<file path="config.mk">
export PLATFORM = sky130hd
export DESIGN_NAME = tx_gearbox_66_64
export DESIGN_NICKNAME = d
export VERILOG_FILES = /design/src/rtl/tx_gb_pkg.sv /design/src/rtl/scrambler_58.sv /design/src/rtl/tx_gearbox_66_64.sv
export SDC_FILE = /design/constraint.sdc
export NUM_CORES = 1
export LEC_CHECK = 0
export CAP_MARGIN = 10
export CELL_PAD_IN_SITES_DETAIL_PLACEMENT = 1
export CELL_PAD_IN_SITES_GLOBAL_PLACEMENT = 1
export CORE_AREA = 5 5 219 221
export CTS_CLUSTER_SIZE = 25
export DETAILED_ROUTE_END_ITERATION = 12
export DIE_AREA = 0 0 224 226
export GPL_TIMING_DRIVEN = 1
export PLACE_DENSITY = 0.82
export SETUP_SLACK_MARGIN = 0.1
export SYNTH_ARGS = -nofsm -noshare
export SYNTH_HDL_FRONTEND = slang
export SYNTH_HIERARCHICAL = 1
export SYNTH_SLANG_ARGS = --single-unit
</file>
<file path="constraint.sdc">
create_clock -name clk -period 2.2 [get_ports clk]
set_input_delay 0.33 -clock clk [delete_from_list [all_inputs] [get_ports clk]]
set_output_delay 0.33 -clock clk [all_outputs]
set_load 0.02 [all_outputs]
</file>
<file path="src/rtl/tx_gb_pkg.sv">
// -----------------------------------------------------------------------------
// tx_gb_pkg
// Shared constants and types for the TX 66:64 gearbox and its scrambler.
// -----------------------------------------------------------------------------
package tx_gb_pkg;

    localparam int BLK_W     = 66;
    localparam int WORD_W    = 64;
    localparam int SCR_W     = 58;
    localparam int SCR_TAP_A = 39;
    localparam int SCR_TAP_B = 58;

    localparam logic [1:0] SH_DATA = 2'b01;
    localparam logic [1:0] SH_CTRL = 2'b10;

    localparam logic [SCR_W-1:0] SCR_SEED_DEF = 58'h3FF_FFFF_FFFF_FFFF;

    // Gearbox fill count spans 0..64 in steps of 2.
    localparam int              FILL_W    = 7;
    localparam logic [FILL_W-1:0] FILL_FULL = 7'd64;

    // Packed so that the header occupies bits 1:0 and the payload bits 65:2,
    // which is the on-wire order (bit 0 transmitted first).
    typedef struct packed {
        logic [WORD_W-1:0] dat;
        logic [1:0]        sh;
    } blk66_t;

    // What the gearbox does in a given cycle.
    typedef enum logic [1:0] {
        GB_PUSH     = 2'd0,  // block accepted, one word out
        GB_FLUSH    = 2'd1,  // no block, full residue emitted
        GB_OVERRUN  = 2'd2,  // block arrived while full: dropped, residue emitted
        GB_UNDERRUN = 2'd3   // no block and residue too short: no output
    } gb_op_e;

endpackage

</file>
<file path="src/rtl/scrambler_58.sv">
// -----------------------------------------------------------------------------
// scrambler_58
// Self-synchronous x^58 + x^39 + 1 scrambler, 64 bits per clock.
// Combinational data path, registered 58-bit history.
//
// Ports:
//   clk, rst_n   clock, asynchronous active-low reset (state <= SEED)
//   en_i         1 = dat_i is a real block: advance the history
//   dat_i[63:0]  plain payload, bit 0 first
//   dat_o[63:0]  scrambled payload, bit 0 first (valid in the same cycle)
//
// State layout: state_q[k] holds scrambled bit s[n-58+k], so state_q[57] is
// the most recently transmitted bit.
// -----------------------------------------------------------------------------
module scrambler_58
    import tx_gb_pkg::*;
#(
    parameter logic [SCR_W-1:0] SEED = SCR_SEED_DEF
) (
    input  logic              clk,
    input  logic              rst_n,
    input  logic              en_i,
    input  logic [WORD_W-1:0] dat_i,
    output logic [WORD_W-1:0] dat_o
);

    // History concatenated with the new bits: index SCR_W+i is output bit i,
    // so s[i-39] and s[i-58] are simply lower indices of the same vector and
    // the serial dependency resolves inside one loop.
    function automatic logic [SCR_W+WORD_W-1:0] scramble(
        input logic [SCR_W-1:0]  st,
        input logic [WORD_W-1:0] d
    );
        logic [SCR_W+WORD_W-1:0] h;
        h = {{WORD_W{1'b0}}, st};
        for (int i = 0; i < WORD_W; i++) begin
            h[SCR_W+i] = d[i] ^ h[SCR_W+i-SCR_TAP_A] ^ h[SCR_W+i-SCR_TAP_B];
        end
        return h;
    endfunction

    logic [SCR_W-1:0]        state_q;
    logic [SCR_W-1:0]        state_d;
    logic [SCR_W+WORD_W-1:0] hist;

    assign hist    = scramble(state_q, dat_i);
    assign dat_o   = hist[SCR_W+WORD_W-1:SCR_W];
    // The new history is the last 58 scrambled bits of this word.
    assign state_d = en_i ? hist[SCR_W+WORD_W-1:WORD_W] : state_q;

    always_ff @(posedge clk or negedge rst_n) begin
        // NOTE: sequential state uses non-blocking assignments so every flop
        // samples pre-edge values regardless of block ordering.
        if (!rst_n) begin
            state_q <= SEED;
        end else begin
            state_q <= state_d;
        end
    end

endmodule

</file>
<file path="src/rtl/tx_gearbox_66_64.sv">
// -----------------------------------------------------------------------------
// tx_gearbox_66_64
// TX 66:64 gearbox. Stage 1 optionally scrambles the payload and registers
// the block; stage 2 packs 66-bit blocks into 64-bit words through a residue
// buffer and flags cadence violations.
//
// Ports:
//   clk, rst_n         clock, asynchronous active-low reset
//   in_dat[63:0]       block payload, bit 0 first
//   in_sh[1:0]         sync header (01 data, 10 control), never scrambled
//   in_val             block valid (nominally 32 of every 33 cycles)
//   scr_en             1 = scramble payload, 0 = bypass
//   clr_stat           synchronous clear of flags and counters (wins over events)
//   out_dat[63:0]      gearboxed word, bit 0 first
//   out_val            out_dat valid
//   ovf_flag/ovf_cnt   sticky flag / saturating count of dropped blocks
//   unf_flag/unf_cnt   sticky flag / saturating count of empty output cycles
//
// Latency: a block on in_val at cycle N starts appearing on out_dat at N+2.
// -----------------------------------------------------------------------------
module tx_gearbox_66_64
    import tx_gb_pkg::*;
#(
    parameter int               CNT_W    = 16,
    parameter logic [SCR_W-1:0] SCR_SEED = SCR_SEED_DEF
) (
    input  logic              clk,
    input  logic              rst_n,
    input  logic [WORD_W-1:0] in_dat,
    input  logic [1:0]        in_sh,
    input  logic              in_val,
    input  logic              scr_en,
    input  logic              clr_stat,
    output logic [WORD_W-1:0] out_dat,
    output logic              out_val,
    output logic              ovf_flag,
    output logic              unf_flag,
    output logic [CNT_W-1:0]  ovf_cnt,
    output logic [CNT_W-1:0]  unf_cnt
);

    localparam logic [CNT_W-1:0] CNT_MAX = {CNT_W{1'b1}};

    // ---------------------------------------------------------------- stage 1
    logic [WORD_W-1:0] scr_dat;
    blk66_t            s1_blk_d;
    blk66_t            s1_blk_q;
    logic              s1_val_q;

    // The history only advances on real blocks that are being scrambled.
    scrambler_58 #(
        .SEED (SCR_SEED)
    ) u_scr (
        .clk   (clk),
        .rst_n (rst_n),
        .en_i  (scr_en & in_val),
        .dat_i (in_dat),
        .dat_o (scr_dat)
    );

    always_comb begin
        // NOTE: every always_comb output gets a default first so no path can
        // leave it unassigned and infer a latch.
        s1_blk_d     = '0;
        s1_blk_d.sh  = in_sh;
        s1_blk_d.dat = scr_en ? scr_dat : in_dat;
    end

    always_ff @(posedge clk or negedge rst_n) begin
        if (!rst_n) begin
            s1_blk_q <= '0;
            s1_val_q <= 1'b0;
        end else begin
            s1_blk_q <= s1_blk_d;
            s1_val_q <= in_val;
        end
    end

    // ---------------------------------------------------------------- stage 2
    logic [WORD_W-1:0]   residue_q;
    logic [WORD_W-1:0]   residue_d;
    logic [FILL_W-1:0]   fill_q;
    logic [FILL_W-1:0]   fill_d;
    logic [WORD_W-1:0]   out_dat_q;
    logic [WORD_W-1:0]   out_dat_d;
    logic                out_val_q;
    logic                out_val_d;
    logic                full;
    logic [2*WORD_W-1:0] merged;
    gb_op_e              gb_op;
    logic                ovf_ev;
    logic                unf_ev;

    assign full = (fill_q == FILL_FULL);

    // Residue bits at and above fill_q are always zero, so OR-ing the shifted
    // block in is a plain append. Max extent is 62 + 66 = 128 bits.
    assign merged = {{WORD_W{1'b0}}, residue_q}
                  | ((2*WORD_W)'(s1_blk_q) << fill_q);

    always_comb begin
        gb_op = GB_UNDERRUN;
        if (s1_val_q && !full) begin
            gb_op = GB_PUSH;
        end else if (s1_val_q) begin
            gb_op = GB_OVERRUN;
        end else if (full) begin
            gb_op = GB_FLUSH;
        end
    end

    always_comb begin
        out_dat_d = out_dat_q;
        out_val_d = 1'b0;
        residue_d = residue_q;
        fill_d    = fill_q;
        ovf_ev    = 1'b0;
        unf_ev    = 1'b0;
        case (gb_op)
            GB_PUSH: begin
                out_dat_d = merged[WORD_W-1:0];
                out_val_d = 1'b1;
                residue_d = merged[2*WORD_W-1:WORD_W];
                fill_d    = fill_q + 7'd2;
            end
            GB_FLUSH, GB_OVERRUN: begin
                // Emptying the residue keeps the append-by-OR invariant.
                out_dat_d = residue_q;
                out_val_d = 1'b1;
                residue_d = '0;
                fill_d    = '0;
                ovf_ev    = (gb_op == GB_OVERRUN);
            end
            default: begin
                unf_ev = 1'b1;
            end
        endcase
    end

    always_ff @(posedge clk or negedge rst_n) begin
        // NOTE: the residue buffer is reset, not just the fill count, because
        // its contents are OR-ed straight into the first word after reset.
        if (!rst_n) begin
            residue_q <= '0;
            fill_q    <= '0;
            out_dat_q <= '0;
            out_val_q <= 1'b0;
        end else begin
            residue_q <= residue_d;
            fill_q    <= fill_d;
            out_dat_q <= out_dat_d;
            out_val_q <= out_val_d;
        end
    end

    // ------------------------------------------------------------- statistics
    logic             ovf_flag_q;
    logic             ovf_flag_d;
    logic             unf_flag_q;
    logic             unf_flag_d;
    logic [CNT_W-1:0] ovf_cnt_q;
    logic [CNT_W-1:0] ovf_cnt_d;
    logic [CNT_W-1:0] unf_cnt_q;
    logic [CNT_W-1:0] unf_cnt_d;

    always_comb begin
        ovf_flag_d = ovf_flag_q;
        unf_flag_d = unf_flag_q;
        ovf_cnt_d  = ovf_cnt_q;
        unf_cnt_d  = unf_cnt_q;
        if (clr_stat) begin
            // A same-cycle event is deliberately lost.
            ovf_flag_d = 1'b0;
            unf_flag_d = 1'b0;
            ovf_cnt_d  = '0;
            unf_cnt_d  = '0;
        end else begin
            if (ovf_ev) begin
                ovf_flag_d = 1'b1;
                if (ovf_cnt_q != CNT_MAX) ovf_cnt_d = ovf_cnt_q + CNT_W'(1);
            end
            if (unf_ev) begin
                unf_flag_d = 1'b1;
                if (unf_cnt_q != CNT_MAX) unf_cnt_d = unf_cnt_q + CNT_W'(1);
            end
        end
    end

    always_ff @(posedge clk or negedge rst_n) begin
        if (!rst_n) begin
            ovf_flag_q <= 1'b0;
            unf_flag_q <= 1'b0;
            ovf_cnt_q  <= '0;
            unf_cnt_q  <= '0;
        end else begin
            ovf_flag_q <= ovf_flag_d;
            unf_flag_q <= unf_flag_d;
            ovf_cnt_q  <= ovf_cnt_d;
            unf_cnt_q  <= unf_cnt_d;
        end
    end

    assign out_dat  = out_dat_q;
    assign out_val  = out_val_q;
    assign ovf_flag = ovf_flag_q;
    assign unf_flag = unf_flag_q;
    assign ovf_cnt  = ovf_cnt_q;
    assign unf_cnt  = unf_cnt_q;

endmodule

</file>
Word-level counts from Yosys, hierarchy flattened
Cells that the tools add are included.
- add/subtract/negate cells: 3
- div/mod/pow operators: 0
- mux-type cells: 19
- eq/ne operators: 6
- $mul: 0
- order comparisons: 0
- shifts and indexed selects: 1
- reduce and logical (&&, ||, !) cells: 11
- bitwise logic cells: 130
- operators with widths (kind ; number):
    $pmux W64 S2 ; 2
    $or A64 B128 Y128 ; 1
    $shl A66 B7 Y128 ; 1
    $xor A1 B1 Y1 ; 128
    $mux W16 ; 6
    $mux W64 ; 1
    $add A16 B1 Y16 const B ; 2
    $ne A16 B16 Y1 const B ; 2
    $pmux W7 S2 ; 1
    $reduce_bool A2 Y1 ; 4
    $add A7 B2 Y7 const B ; 1
    $eq A7 B7 Y1 const B ; 1
    $mux W1 ; 6
    $mux W2 ; 3
    $reduce_and A2 Y1 ; 2
    $reduce_or A3 Y1 ; 1
    $eq A2 B1 Y1 const B ; 1
    $eq A2 B2 Y1 const B ; 1
    $logic_not A2 Y1 ; 1
    $ne A2 B1 Y1 const B ; 1
    $reduce_or A2 Y1 ; 1
    $and A1 B1 Y1 ; 1
    $logic_and A1 B1 Y1 ; 1
    $logic_not A1 Y1 ; 1
- memory bits (writable): 0
- bits of input ports: 71
- memory bits (read-only): 0
- bits in latches: 0
- flip-flop bits (word level): 295
- memories: 0

Longest topological paths before layout
- depth after elaboration: 9
- depth in mapped cells: 10

Hierarchy
The synthesis kept the hierarchy.
- by module, submodules not included (module ; cells an instance ; seq. area each (sq um) ; instances ; area each (sq um)):
    tx_gearbox_66_64 ; 1512 ; 5905.7 ; 1 ; 15295.9
    scrambler_58 ; 231 ; 1524.0 ; 1 ; 3590.9

Worst setup path before layout
No wires, ideal clock.
- kind: reg2reg
- start point: register fill_q[1]
- end point: register ovf_cnt_q[12] (netlist: ovf_cnt[12])
- cell stages (with the launch flop): 8
- arrival time: 2.150 ns
- setup slack: -0.075 ns
- required time: 2.075 ns
- path through: dfrtp_1 -> buf_6 -> or4_1 -> buf_2 -> nor3_4 -> o21ai_2 -> nor4_2 -> mux2_2
- word-level cells in the longest chain between the ends: 9
- elaborated cells between the ends (all ways): 12
- ends and longest elaborated chain (item ; line ; source):
    start: declaration ; tx_gearbox_66_64.sv:82 ; logic [FILL_W-1:0] fill_q;
    start signal: assignment ; tx_gearbox_66_64.sv:150 ; fill_q <= fill_d;
    $eq A7 B7 Y1 * ; tx_gearbox_66_64.sv:94 ; assign full = (fill_q == FILL_FULL);
    $mux W2 or $logic_not A1 Y1 (tied branches) ; tx_gearbox_66_64.sv:107, tx_gearbox_66_64.sv:103 ;
    $mux W2 or $logic_and A1 B1 Y1 (tied branches) ; tx_gearbox_66_64.sv:105, tx_gearbox_66_64.sv:103 ;
    $mux W2 * ; tx_gearbox_66_64.sv:103 ; if (s1_val_q && !full) begin
    $eq A2 B2 Y1 or $eq A2 B1 Y1 (tied branches) ; tx_gearbox_66_64.sv:119, tx_gearbox_66_64.sv:132 ;
    $reduce_or A2 Y1 ; tx_gearbox_66_64.sv:119 ; case (gb_op)
    $mux W1 * ; tx_gearbox_66_64.sv:119 ;
    $reduce_bool A2 Y1 (no source line) * ; - ;
    $reduce_and A2 Y1 (no source line) * ; - ;
    end signal: assignment ; tx_gearbox_66_64.sv:198 ; ovf_cnt_q <= ovf_cnt_d;
    end: declaration ; tx_gearbox_66_64.sv:161 ; logic [CNT_W-1:0] ovf_cnt_q;
Every way passes the cells marked *; elsewhere a longest branch is shown, timed or not.
A chain may end at the register's enable or synchronous reset.

Worst setup path in the final report
- start point: register fill_q[2]
- end point: register ovf_cnt_q[7] (netlist: ovf_cnt[7])
Same word-level chain as after synthesis.

==> results.yml <==
cells_and_area:
  final_common_cell: "buf_4"
  final_cell_mix: "buf_4, dfrtp_1, clkdlybuf4s50_1, mux2_2, nand2_1"
  stdcell_count: 2870
  drive_gt1_share_pct: 44.7
  nets: 2311
  area_delta_synth_final_pct: 44.0
  diodes: 0
global_route:
  grt_max_degree: 65
  antenna_found_initial: 0
  grt_pass1_vias: 19312
  overflow: 0
  track_usage_pct: 35.6
  grt_pass1_wl_um: 134000
sta:
  fin_crit_ns: 2.52
  setup_viol: 125
  tightest_slew_ns: 0.650
  relSlewSlack_pct: 56.3
  finalHoldViolCount: 0
  max_freq_mhz: 396
  skew_ns: 0.0289
  fin_setup_tns_ns: -19.51
  slew_viol_final: 0
  rsz0062_at_grt: "yes"
  fin_crit_sh_pct: 115
  setup_slack_ns: -0.322
critical_path:
  crit_type: "reg -> reg"
  reg2reg_setup_slack_ns: -0.32
  critPathCaptureType: "register"
  path_common_cell: "buf_6"
  critPathBufInv: 5
  required_ns: 2.65
  crit_slowest_cell: "or4_4"
  worst_ep_arrival_time_ns: 2.97
  startpoint_type: "register"
  path_cells: "buf_6, buf_12, or4_4, nor3_4, buf_6, buf_6, buf_6, o211ai_1, xor2_1, nor2_1"
  max_stage_delay_ns: 0.58
  critical-path-top-delay-family: "simple AND/OR/NAND/NOR gates"
  critical_path.max_fanout: 20
die:
  chipHeight_um: 226
  fp.dieW_um: 224
  initial_core_util_pct: 41.1
  io_pins: 170
  placementRows: 79
  dieArea_mm2: 0.0506
  core-area_mm2: 0.0460
place:
  dpl.hpwl_um: 68300
  numPortBuffers: 169
  placedCellCount: 2742
  gp_congestion: 1.07
detailed_routing:
  drt-total-wl_um: 94100
  vias_per_cell: 6.41
  firstDrtPassIters: 5
  vias: 18401
  drc: 0
  wl_per_cell_um: 32.8
  drt-initial-drc-count: 1824
  drtAntennaViolNets: 0
synthesis:
  synthAdderAreaFrac_pct: 0.199
  synth-warning-count: 6
  ys_seq_area_share_pct: 39.3
  yosys.area_share.simple_pct: 9.87
  netlist_area_mm2: 0.0189
  synth_compound_area_share_pct: 15.4
  syn_area_per_cell_um2: 10.8
  synth-edff-count: 0
  muxShareOfSynthArea_pct: 22.9
  synth_top_family_by_area: "multiplexers"
  ys.flop_type: "dfrtp_1"
  synthDistinctLibCells: 78
  ys_seq_elements: 294
  synthCells: 1743
  synth-xor-area-share_pct: 8.53
  syn_nets: 1817
  synthArstFlopShare_pct: 100
hold_path:
  hold_class: "in -> reg"
cts:
  cts_sinks: 294
  cts_buffer_depth: 3
  clk_latency_ns: 0.57
  clockRootBuffer: "clkbuf_16"
  htreeDepth: 2
  clkSlewWorstSetupHoldPaths_ns: 0.07
  numCtsBuffers: 36
  cts_tree: "done"
status:
  violations: "setup timing"
  status: "finished with violations"
power_and_ir_drop:
  power.leakage_nw: 11.2
  power.total_w: 0.0587
  ir_drop_mv: 0.965
  power_density_mw_per_mm2: 2160
run:
  drv_cap: 0
synth_stat cells, types with 26 or more instances:
master | count | area share [%]
xnor2_1 | 82 | 3.8
clkbuf_1 | 71 | 1.4
mux4_2 | 61 | 7.3
a21oi_1 | 73 | 1.9
dfstp_2 | 58 | 8.1
buf_2 | 35 | 0.93
o211ai_1 | 29 | 1.2
o221ai_1 | 26 | 1.2
nand2_1 | 134 | 2.7
mux2i_1 | 99 | 5.2
mux2_2 | 173 | 10
o21ai_0 | 113 | 3.0
dfrtp_1 | 236 | 31
nor2_1 | 120 | 2.4
cells by family after synthesis:
logic type	Yosys count
AND/OR/NAND/NOR	399
multiplexers	334
XOR/XNOR	135
AO/OA/AOI/OAI	427
buffers and inverters	151
flip-flops	294
adder cells (fa/ha/maj)	3
flip-flops by register name, summed over array words and instances (netlist names):
signal / count
s1_blk_q: 66
residue_q: 64
s1_val_q: 1
out_val: 1
ovf_flag: 1
u_scr/state_q: 58
ovf_cnt: 16
unf_cnt: 16
out_dat: 64
fill_q: 6
unf_flag: 1
report_power, final:
part           switching [W]  internal (W)  leakage [nW]
clock                0.00256       0.00405         0.619
sequential           0.00305       0.00823          3.51
combinational         0.0215        0.0193          7.11
total                 0.0271        0.0316          11.2
final cells by class:
| class | count | area, um^2 |
|---|---|---|
| multi-input cells | 1298 | 12100 |
| clock buffers | 47 | 1000 |
| repair buffers | 588 | 5570 |
| inverters | 19 | 71.3 |
| fillers | 4728 | 18800 |
| flip-flops and latches | 294 | 7450 |
| clock inverters | 17 | 275 |
| well taps | 607 | 759 |
per-stage QoR:
| step | setup slack [ns] | instance area [um^2] | hold slack (ns) | util (%) |
|---|---|---|---|---|
| finish | -0.322 | 27200 | 0.222 | 59.2 |
| global route | -0.364 | 27200 | 0.234 | 59.2 |
| CTS | -0.277 | 26400 | 0.215 | 57.4 |
| detailed placement | -0.509 | 23800 | 0.323 | 51.7 |
| global placement | -0.462 | 23800 | 0.314 | 51.7 |
| floorplan | -0.0458 | 18900 | 0.0344 | - |
layer usage:
layer  global-route usage [%]  vias to the layer above  share of wire [%]
met3                     6.25                      343                7.4
li1                         -                     7538                  -
met1                     44.0                     9481                 38
met5                        0                        -                  0
met2                     59.4                     1039                 48
met4                     19.5                        0                7.1
what timing repair did:
action | in CTS | in global routing
setup buffers | 33 | 23
hold endpoints to repair | 43 | 0
endpoints found under the setup margin | 156 | 148
pin swaps | 47 | 57
gates cloned | 4 | 3
hold buffers | 1 | 0
resized for setup | 224 | 143
path summary, 6_finish.rpt:
check,startpoint,to,depth (start not counted)
worst max-delay path,fill_q[2],ovf_cnt[7],10
worst min-delay path,in_sh[0],s1_blk_q[0],1
worst max register to register,fill_q[2],ovf_cnt[7],10
worst min register to register,out_dat[23],out_dat[23],2
max in group asynchronous,rst_n,u_scr/state_q[4],3
min in group asynchronous,rst_n,out_dat[8],2
(Power assumes the default switching activity.)
==> RTL edit, RTL diff (config.mk and constraints unchanged) <==
Set the package constant `WORD_W` to 56 (it was 64).
--- a/src/rtl/tx_gb_pkg.sv
+++ b/src/rtl/tx_gb_pkg.sv
@@ -5,7 +5,7 @@
 package tx_gb_pkg;
 
     localparam int BLK_W     = 66;
-    localparam int WORD_W    = 64;
+    localparam int WORD_W    = 56;
     localparam int SCR_W     = 58;
     localparam int SCR_TAP_A = 39;
     localparam int SCR_TAP_B = 58;
Interface: changed (resized in_dat and out_dat); port bits go from 170 to 154. The function was not compared with the original's and may differ.
==> RTL edit against the unedited design <==
- the run still ends with negative setup slack left
- setup slack better by 0.056 ns
- sequential cell count is 24 lower
- first-iteration DRC count is 34% lower
- global-route usage is 8.4 points lower
- wire length is 21% lower
- final area is 10% lower
- worst hold slack worse by 0.021 ns
- power is 17% lower
- area after synthesis is 14% lower
- combinational power is 21% lower
- clock skew is 0.0047 ns higher
- critical endpoint is now out_dat[47]
- largest power group unchanged
==> RTL edit: results (changes against the unedited design) <==
INFO  metric place.gp.congestion = 0.942 (was 1.07)
INFO  metric critical_path.endpoint = out_dat[47] (was ovf_cnt[7])
INFO  metric worst_path_largest_cell_delay = 0.54 ns (was 0.58 ns)
INFO  metric mappedNetlistNets = 1,600 (was 1,817)
INFO  metric drt_pre_antenna_iters = 6 (was 5)
INFO  metric regToRegStartpoint = fill_q[1] (was fill_q[2])
INFO  metric power.combinational.total = 32.4 mW (was 40.8 mW)
INFO  metric status = finished, violations left (unchanged)
INFO  metric dpl_worst_slack = -0.444 ns (was -0.509 ns)
INFO  metric nNetsFinal = 2,016 (was 2,311)
INFO  metric register_share_of_the_cell_area = 28.0% (was 27.4%)
INFO  metric clock_cell_area_share = 4.76% (was 4.70%)
INFO  metric crit_slowest_cell = sky130_fd_sc_hd__dfrtp_4 (was sky130_fd_sc_hd__or4_4)
INFO  metric failed_checks = negative setup slack (unchanged)
INFO  metric final_non_clock_buffer_share = 21.0% (was 20.5%)
INFO  metric wl_met2 = 35.9 mm (was 44.9 mm)
INFO  metric yosysUniqueCellTypes = 75 (was 78)
INFO  metric post_route_cells_drive_above_1_share = 48.0% (was 44.7%)
INFO  metric first_global_vias = 16,375 (was 19,312)
INFO  metric grt_max_degree = 78 (was 65)
INFO  metric avgRoutedWirePerCell = 28.8 um (was 32.8 um)
INFO  metric nonClockInverterCount = 9 (was 19)
INFO  metric multi_input_area_share = 43.0% (was 44.4%)
INFO  metric dpl.hpwl = 50.3 mm (was 68.3 mm)
INFO  metric gr-usage-met3 = 4.64% (was 6.25%)
INFO  metric vdd_drop_max = 0.000919 V (was 0.000965 V)
INFO  metric via_count = 15,451 (was 18,401)
INFO  metric layout_filler_cell_count = 4,745 (was 4,728)
INFO  metric wl_met3 = 4.99 mm (was 6.93 mm)
INFO  metric port_buffers = 153 (was 169)
INFO  metric grt_use_met1 = 34.0% (was 44.0%)
INFO  metric post_synth_inst_count = 1,534 (was 1,743)
INFO  metric power.net_switching = 21.7 mW (was 27.1 mW)
INFO  metric finalClockSkew = 0.0336 ns (was 0.0289 ns)
INFO  metric setup_ws = -0.266 ns (was -0.322 ns)
INFO  metric cts_htree_levels = 1 (was 2)
INFO  metric final-setup-viol-count = 129 (was 125)
INFO  metric global_route.usage.total = 27.2% (was 35.6%)
INFO  metric netlist_top_cells_count = sky130_fd_sc_hd__dfrtp_1 (212), sky130_fd_sc_hd__mux2_2 (160), sky130_fd_sc_hd__nand2_1 (136) (was sky130_fd_sc_hd__dfrtp_1 (236), sky130_fd_sc_hd__mux2_2 (173), sky130_fd_sc_hd__nand2_1 (134))
INFO  metric clkLatencyLatePin = 0.60 ns (was 0.57 ns)
INFO  metric wirelength_met1 = 28.7 mm (was 35.6 mm)
INFO  metric power_clock = 6.04 mW (was 6.61 mW)
INFO  metric final.setup.tns = -14.48 ns (was -19.51 ns)
INFO  metric placed_cells_incl_taps = 2,438 (was 2,742)
INFO  metric worst_slew_pin_slew = 0.724 ns (was 0.650 ns)
[RTL edit: cells by family after synthesis]
logic type,share of synthesized area (%)
AND/OR/NAND/NOR,10.4
flip-flops,41.9
AO/OA/AOI/OAI,14.9
multiplexers,20.5
XOR/XNOR,8.67
adder cells (fa/ha/maj),0.230
buffers and inverters,3.46
[RTL edit: repair_timing]
action / 4_1_cts / 5_1_grt
setup endpoints to repair: 144 / 147
gates resized for setup: 274 / 260
hold buffers: 1 / 0
gates cloned: 17 / 5
hold endpoints to repair: 56 / 0
setup buffers: 26 / 41
pin swaps: 80 / 103
[RTL edit: stage by stage]
| stage | area [um^2] | total power [mW] |
|---|---|---|
| final | 24400 | 48.6 |
| after global routing | 24400 | 50.1 |
| after CTS | 23000 | 44.6 |
| after detailed placement | 20300 | 35.1 |
| after global placement | 20300 | 34.2 |
| after floorplan | 16300 | 22.9 |
